**config.mk**
```make
export PLATFORM = sky130hd
export DESIGN_NAME = super_acc_drain
export DESIGN_NICKNAME = d
export VERILOG_FILES = /design/src/rtl/super_acc_drain.sv
export SDC_FILE = /design/constraint.sdc
export NUM_CORES = 1
export LEC_CHECK = 0
export ABC_AREA = 1
export ABC_CLOCK_PERIOD_IN_PS = 3600
export CORE_MARGIN = 2
export CORE_UTILIZATION = 45
export CTS_CLUSTER_SIZE = 16
export DETAILED_ROUTE_END_ITERATION = 7
export DONT_BUFFER_PORTS = 1
export SLEW_MARGIN = 0
export SYNTH_ARGS = -nofsm -noshare
export SYNTH_HDL_FRONTEND = slang
export SYNTH_SLANG_ARGS = --single-unit
```
**constraint.sdc**
```tcl
create_clock -name clk -period 3.6 [get_ports clk]
set_input_delay 0.9 -clock clk [delete_from_list [all_inputs] [get_ports clk]]
set_output_delay 0.9 -clock clk [all_outputs]
set_load 0.05 [all_outputs]
```
**src/rtl/super_acc_drain.sv**
```systemverilog
// Lane-wise saturating accumulator for 16-lane result vectors.
// At the end of each group it drains the accumulated lanes one per beat over a serial valid/ready port.
module super_acc_drain #(
    parameter int LANES     = 16,
    parameter int IN_WIDTH  = 16,
    parameter int OUT_WIDTH = 16
) (
    input  logic                          clk,
    input  logic                          arst_n_in,
    input  logic                          in_valid,
    output logic                          in_ready,
    input  logic [LANES*IN_WIDTH-1:0]     in_data,
    input  logic                          in_last,
    output logic                          out_valid,
    input  logic                          out_ready,
    output logic signed [OUT_WIDTH-1:0]   out_data,
    output logic [$clog2(LANES)-1:0]      out_lane,
    output logic                          out_last,
    output logic                          busy
);

    localparam int LW = $clog2(LANES);

    generate
        if (OUT_WIDTH < IN_WIDTH) begin : g_width_check
            $fatal(1, "super_acc_drain: OUT_WIDTH must be >= IN_WIDTH");
        end
    endgenerate

    typedef enum logic {ACCUM, DRAIN} state_t;

    state_t                      state;
    logic signed [OUT_WIDTH-1:0] acc     [LANES];
    logic signed [OUT_WIDTH-1:0] acc_nxt [LANES];
    logic [LW-1:0]               lane_ptr;
    logic [LW-1:0]               ptr_inc;

    // Sign-extend both operands to OUT_WIDTH+1 bits, then clamp to the OUT_WIDTH range.
    function automatic logic signed [OUT_WIDTH-1:0] acc_add(
        input logic signed [OUT_WIDTH-1:0] a,
        input logic [IN_WIDTH-1:0]         b
    );
        logic signed [OUT_WIDTH:0] s;
        s = {a[OUT_WIDTH-1], a} + {{(OUT_WIDTH+1-IN_WIDTH){b[IN_WIDTH-1]}}, b};
        if (s[OUT_WIDTH] != s[OUT_WIDTH-1])
            acc_add = s[OUT_WIDTH] ? {1'b1, {(OUT_WIDTH-1){1'b0}}}
                                   : {1'b0, {(OUT_WIDTH-1){1'b1}}};
        else
            acc_add = s[OUT_WIDTH-1:0];
    endfunction

    always_comb begin
        for (int unsigned i = 0; i < LANES; i++) begin
            acc_nxt[i] = acc_add(acc[i], in_data[i*IN_WIDTH +: IN_WIDTH]);
        end
    end

    assign ptr_inc  = lane_ptr + LW'(1);
    assign out_lane = lane_ptr;

    always_ff @(posedge clk) begin
        if (!arst_n_in) begin
            state     <= ACCUM;
            lane_ptr  <= '0;
            in_ready  <= 1'b1;
            out_valid <= 1'b0;
            out_data  <= '0;
            out_last  <= 1'b0;
            busy      <= 1'b0;
            for (int unsigned i = 0; i < LANES; i++) acc[i] <= '0;
        end else begin
            case (state)
                ACCUM: begin
                    if (in_valid && in_ready) begin
                        acc <= acc_nxt;
                        if (in_last) begin
                            // Lane 0 is loaded from the freshly updated sum so it is visible next cycle.
                            state     <= DRAIN;
                            lane_ptr  <= '0;
                            in_ready  <= 1'b0;
                            out_valid <= 1'b1;
                            busy      <= 1'b1;
                            out_data  <= acc_nxt[0];
                            out_last  <= (LANES == 1);
                        end
                    end
                end
                DRAIN: begin
                    if (out_valid && out_ready) begin
                        if (out_last) begin
                            state     <= ACCUM;
                            lane_ptr  <= '0;
                            in_ready  <= 1'b1;
                            out_valid <= 1'b0;
                            busy      <= 1'b0;
                            out_data  <= '0;
                            out_last  <= 1'b0;
                            for (int unsigned i = 0; i < LANES; i++) acc[i] <= '0;
                        end else begin
                            lane_ptr <= ptr_inc;
                            out_data <= acc[ptr_inc];
                            out_last <= (ptr_inc == LW'(LANES - 1));
                        end
                    end
                end
                default: state <= ACCUM;
            endcase
        end
    end

endmodule

```
# --- Word level (Yosys, flattened, before mapping) ---
# Cells that the tools add are included.
word_totals:
  register_bits: 280
  inputBits: 261
  output_inout_bits: 24
  word_cells: 135
op_classes:
  add_sub_neg: 17
  n_lt_le_gt_ge: 1
  eq_ne: 21
  n_mux: 67
  bitwise_logic: 2
  reduce_logical: 5
ops:
  columns: ["cell", "count"]
  rows:
  - ["$mux 256", 3]
  - ["$mux 16", 38]
  - ["$pmux 256 s2", 1]
  - ["$add 16x16->17", 16]
  - ["$bmux 16 s4", 1]
  - ["$pmux 16 s2", 1]
  - ["$mux 4", 4]
  - ["$ne 1x1->1", 16]
  - ["$mux 1", 14]
  - ["$pmux 1 s2", 4]
  - ["$pmux 4 s2", 1]
  - ["$ne 2x2->1 const B", 3]
  - ["$reduce_and 3->1", 2]
  - ["$ge 5x5->1 const B", 1]
  - ["$not 4->5", 1]
  - ["$add 4x1->4 const B", 1]
  - ["$eq 4x4->1 const B", 1]
  - ["$reduce_and 4->1", 1]
  - ["$logic_and 1x1->1", 2]
  - ["$ne 2x1->1 const B", 1]
  - ["$not 1->1", 1]

# --- Depth between registers and ports, before layout ---
depth:
  word_depth: 8
  depth_mapped: 19
  depth_no_buf: 18

# --- Least setup slack after synthesis ---
# OpenSTA, ideal clock, no wires.
synth_timing:
  path_kind: "in2reg"
  startpoint: "in in_data[16]"
  endpoint: "reg acc[227] (netlist bit)"
  setup_time_ps: 70
  arrival_ps: 3290
  required_time_ps: 3530
  slack_ps: 240
  cell_stages: 15
  path_buffers: 1
  path_cell_list: "ha_1 -> fa_1 -> nand3_1 -> nand2_1 -> nand2_1 -> nand2_2 -> nand3_1 -> nand3_1 -> and2_1 -> ha_1 -> clkbuf_1 -> clkinv_1 -> a21oi_1 -> nand2_1 -> a21oi_1"
synth_between:
  elab_chain_cells: 5
  elab_cells_between_ends: 6
  cone_classes: "1 x add/sub; 1 x eq/ne; 4 x mux"
synth_lines:
  columns: ["element", "line_no", "rtl"]
  rows:
  - ["start, declared", "12", "input logic [LANES*IN_WIDTH-1:0] in_data,"]
  - ["$add 16x16->17 *", "44", "s = {a[OUT_WIDTH-1], a} + {{(OUT_WIDTH+1-IN_WIDTH){b[IN_WIDTH-1]}}, b};"]
  - ["$mux 16 or $ne 1x1->1 (tied branches)", "46, 45", null]
  - ["$mux 16 *", "45", "if (s[OUT_WIDTH] != s[OUT_WIDTH-1])"]
  - ["$mux 256 *", "74", "if (in_valid && in_ready) begin"]
  - ["$pmux 256 s2 *", "72", "case (state)"]
  - ["end signal, assigned", "75", "acc <= acc_nxt;"]
  - ["end, declared", "33", "logic signed [OUT_WIDTH-1:0] acc [LANES];"]
# Every way passes the cells marked *; elsewhere a longest branch is shown, timed or not. The select of a mux whose other input is x is not followed.
# A chain may end at the register's enable or synchronous reset.

# --- Worst setup path after layout ---
layout_timing:
  startpoint: "reg lane_ptr[1], in the netlist out_lane[1]"
  endpoint: "reg out_data[6]"
layout_between:
  elab_chain_cells: 8
layout_lines:
  columns: ["element", "line_no", "rtl"]
  rows:
  - ["start, declared", "35", "logic [LW-1:0] lane_ptr;"]
  - ["start signal, assigned", "100", "lane_ptr <= ptr_inc;"]
  - ["$add 4x1->4", "58", "assign ptr_inc = lane_ptr + LW'(1);"]
  - ["$not 4->5 (implied by the code)", "101", "out_data <= acc[ptr_inc];"]
  - ["$bmux 16 s4", "101", null]
  - ["$mux 16 (implied by the code) (2 in series)", "101", null]
  - ["$mux 16", "90", "if (out_last) begin"]
  - ["$mux 16", "89", "if (out_valid && out_ready) begin"]
  - ["$pmux 16 s2", "72", null]
  - ["end signal, assigned", "83", "out_data <= acc_nxt[0];"]
  - ["end signal, assigned", "101", null]
  - ["end, declared", "16", "output logic signed [OUT_WIDTH-1:0] out_data,"]
# No other way between the ends. The select of a mux whose other input is x is not followed.

==> flow_metrics.env <==
export IMPL_area_growth_pct=7.38
export IMPL_tightestPinTransition_ps=1110
export IMPL_clk_pin_slew_ps=60
export IMPL_port_buffers=0
export IMPL_pre_cts_ws_ps=56.4
export IMPL_syn_nets=5295
export IMPL_via_per_inst=5.45
export IMPL_fin_ws_ps=330
export IMPL_reg2reg_slack_ps=330
export IMPL_arrival_ps=3780
export IMPL_cp_slowest_stage_delay_ps=840
export IMPL_crit_required_ps=4110
export IMPL_drtIter0Drc=2444
export IMPL_cts_hold_fix_buffers=0
export IMPL_fmax_mhz=306
export IMPL_cp_startpoint="out_lane[1]"
export IMPL_place_gp_congestion=0.955
export IMPL_status="finished, final reports clean"
export IMPL_htreeDepth=2
export IMPL_synth_area_per_cell_um2=6.00
export IMPL_crit_fanout=34
export IMPL_grt_overflow=0
export IMPL_slew_violations=0
export IMPL_die_area_um2=65000
export IMPL_dr_pass1_iters=5
export IMPL_drt_wl_total_um=98700
export IMPL_synth_area_um2=28400
export IMPL_synth_warnings=0
export IMPL_fill_cells=6824
export IMPL_placed_area_um2=29200
export IMPL_yosys_cell_types_count=43
export IMPL_io_pins=285
export IMPL_syn_inst=4730
export IMPL_vdd_drop_max_mv=0.365
export IMPL_cap_violations=0
export IMPL_cp_endpoint="out_data[6]"
export IMPL_crit_type="reg2reg"
export IMPL_grt_max_degree=140
export IMPL_clk_path_buf_depth=3
export IMPL_drive_gt1_frac=0.0536
export IMPL_synth_edf_count=0
export IMPL_postCtsResizedCells=0
export IMPL_cts_setup_buffers=0
export IMPL_clk_latency_ps=570
export IMPL_yosys_most_used_dff="dfxtp_1"
export IMPL_nets=5243
export IMPL_crit_family="XOR/XNOR gates"
export IMPL_cts_root_buf="clkbuf_16"
export IMPL_initial_core_util=0.452
export IMPL_r2r_end="out_data[6]"
export IMPL_cts_tree="built"
export IMPL_p_leak_nw=15.3
export IMPL_fin_area_um2=30400
export IMPL_row_count=92
export IMPL_drc=0
export IMPL_antenna_found_initial=5
export IMPL_synth_seq_cells=280
export IMPL_maxSlewHeadroom=0.259
export IMPL_cts_buffers=38
export IMPL_grt_first_pass_wirelength_um=152000
export IMPL_path_cells="buf_4, ha_1, xnor2_4, inv_2, o211ai_1, nand3_1, nand2_1, a21oi_1, nand3_1, nand2_1, inv_1"
export IMPL_cp_end_kind="register"
export IMPL_crit_path_top_delay_cell="xnor2_4"
export IMPL_hold_viol_final=0
export IMPL_ant_nets=0
export IMPL_core_um2=62700
export IMPL_grt_pass1_vias=27500
export IMPL_place_hpwl_um=78000
export IMPL_pwr_density_cell_nw_per_um2=864
export IMPL_die_y_um=255
export IMPL_fin_crit_ps=3270
export IMPL_cts_sinks=280
export IMPL_reg2reg_from="out_lane[1]"
export IMPL_fin_crit_sh=0.908
export IMPL_ys_seq_area_frac=0.198
export IMPL_critPathBufInv=3
export IMPL_grt_use_total=0.295
export IMPL_startpoint_type="register"
export IMPL_finalSetupTns_ps=0
export IMPL_wl_per_cell_um=17.8
export IMPL_finalSetupViolCount=0
export IMPL_hp_class="in2reg"
export IMPL_dr_total_vias=30300
export IMPL_final_core_util=0.485
export IMPL_hold_path_depth=1
export IMPL_rsz0062_at_grt="false"
export IMPL_finalPower_w=0.0263
export IMPL_cp_depth=11
export IMPL_fp_dieW_um=255
export IMPL_ys_async_sr_fraction=0
export IMPL_skew_ps=23.3
export IMPL_r2r_cells=11
[cell usage after synthesis (2+ instances only)]
master / instances / share of area
a21o_1: 9 / 0.0024
a21oi_1: 584 / 0.10
a21oi_2: 5 / 0.0015
a31oi_1: 11 / 0.0024
and2_1: 18 / 0.0040
and3_1: 2 / 0.00044
buf_1: 6 / 0.00079
buf_2: 58 / 0.010
buf_4: 24 / 0.0064
buf_6: 21 / 0.0083
clkbuf_1: 62 / 0.0082
clkbuf_2: 2 / 0.00035
clkinv_1: 13 / 0.0017
dfxtp_1: 280 / 0.20
fa_1: 16 / 0.011
ha_1: 288 / 0.13
inv_1: 463 / 0.061
inv_2: 9 / 0.0012
nand2_1: 1171 / 0.16
nand2_2: 33 / 0.0073
nand2_4: 3 / 0.0012
nand3_1: 618 / 0.11
nand3_2: 25 / 0.0088
nand4_1: 35 / 0.0077
nor2_1: 495 / 0.066
nor3_1: 14 / 0.0025
nor3_2: 2 / 0.00071
o211ai_1: 23 / 0.0061
o21a_1: 2 / 0.00053
o21ai_0: 318 / 0.056
o21ai_1: 21 / 0.0037
o21bai_1: 12 / 0.0032
o22ai_1: 10 / 0.0022
o31ai_1: 8 / 0.0021
or2_2: 25 / 0.0055
xnor2_1: 22 / 0.0068
xor2_1: 16 / 0.0049
[logic make-up (layout without fill, tap and decap cells)]
family / after synthesis / after routing / synth area share
xor gates and xnor gates: 40 / 40 / 0.0129
and+or+nand+nor: 2443 / 2443 / 0.368
buffers and inverters: 658 / 633 / 0.0985
AOI/OAI and AO/OA: 1005 / 1005 / 0.184
other: 0 / 6 / 0
adders and majority gates: 304 / 304 / 0.138
DFF: 280 / 280 / 0.198
[how the worst min path moves through the flow]
| stage | startpoint | slack (ps) | endpoint |
|---|---|---|---|
| finish | arst_n_in | 440 | in_ready |
| global route | arst_n_in | 420 | in_ready |
| CTS | arst_n_in | 410 | in_ready |
| detailed placement | acc[35] | 480 | acc[35] |
| global placement | acc[160] | 470 | acc[160] |
| floorplan | acc[111] | 450 | acc[111] |
[routing by layer]
layer | routed length, µm | vias to the layer above | track usage | part of all wire
met1 | 44500 | 13700 | 0.391 | 0.45
met2 | 44400 | 751 | 0.482 | 0.45
met4 | 2580 | 4 | 0.0787 | 0.026
li1 | - | 15700 | - | -
met3 | 7210 | 120 | 0.0656 | 0.073
met5 | 25 | - | 0 | 0.00025
[flip-flops by register name, summed over array words and instances (netlist names)]
name and flops:
state 1, in_ready 1, out_last 1, out_data 16, busy 1, out_lane 4
acc 256
[cell type report]
| cell class | count | area [µm²] | share of cell area |
|---|---|---|---|
| Inverter | 485 | 1840 | 0.0603 |
| Tap cell | 846 | 1060 | 0.0348 |
| Clock buffer | 49 | 1060 | 0.0349 |
| Antenna cell | 6 | 15.0 | 0.000493 |
| Multi-Input combinational cell | 3792 | 20000 | 0.657 |
| Timing Repair Buffer | 81 | 683 | 0.0224 |
| Sequential cell | 280 | 5610 | 0.184 |
| Clock inverter | 18 | 185 | 0.00608 |
[placed cells by master, fill, tap and decap left out, drive strengths merged, types with 8 or more instances in the layout]
| cell | n |
|---|---|
| a21o | 9 |
| a21oi | 590 |
| a31oi | 11 |
| and2 | 18 |
| buf | 81 |
| clkbuf | 49 |
| clkinv | 25 |
| dfxtp | 280 |
| fa | 16 |
| ha | 288 |
| inv | 473 |
| nand2 | 1207 |
| nand3 | 643 |
| nand4 | 35 |
| nor2 | 496 |
| nor3 | 16 |
| o211ai | 23 |
| o21ai | 339 |
| o21bai | 12 |
| o22ai | 10 |
| o31ai | 8 |
| or2 | 26 |
| xnor2 | 23 |
| xor2 | 17 |
[where the power goes]
| group | switching [W] | total (W) | leakage, nW | internal [W] |
|---|---|---|---|---|
| Combinational | 0.0105 | 0.0167 | 12.4 | 0.00619 |
| Sequential | 0.00153 | 0.00577 | 2.31 | 0.00424 |
| Clock | 0.00155 | 0.00385 | 0.618 | 0.00231 |
[metrics by stage]
| stage | std cells | hold slack, ps |
|---|---|---|
| 2_1_floorplan | 4730 | 454 |
| 3_3_place_gp | 5484 | 475 |
| 3_5_place_dp | 5484 | 481 |
| 4_1_cts | 5551 | 405 |
| 5_1_grt | 5552 | 418 |
| 6_report | 5557 | 439 |
(Power assumes the default switching activity.)
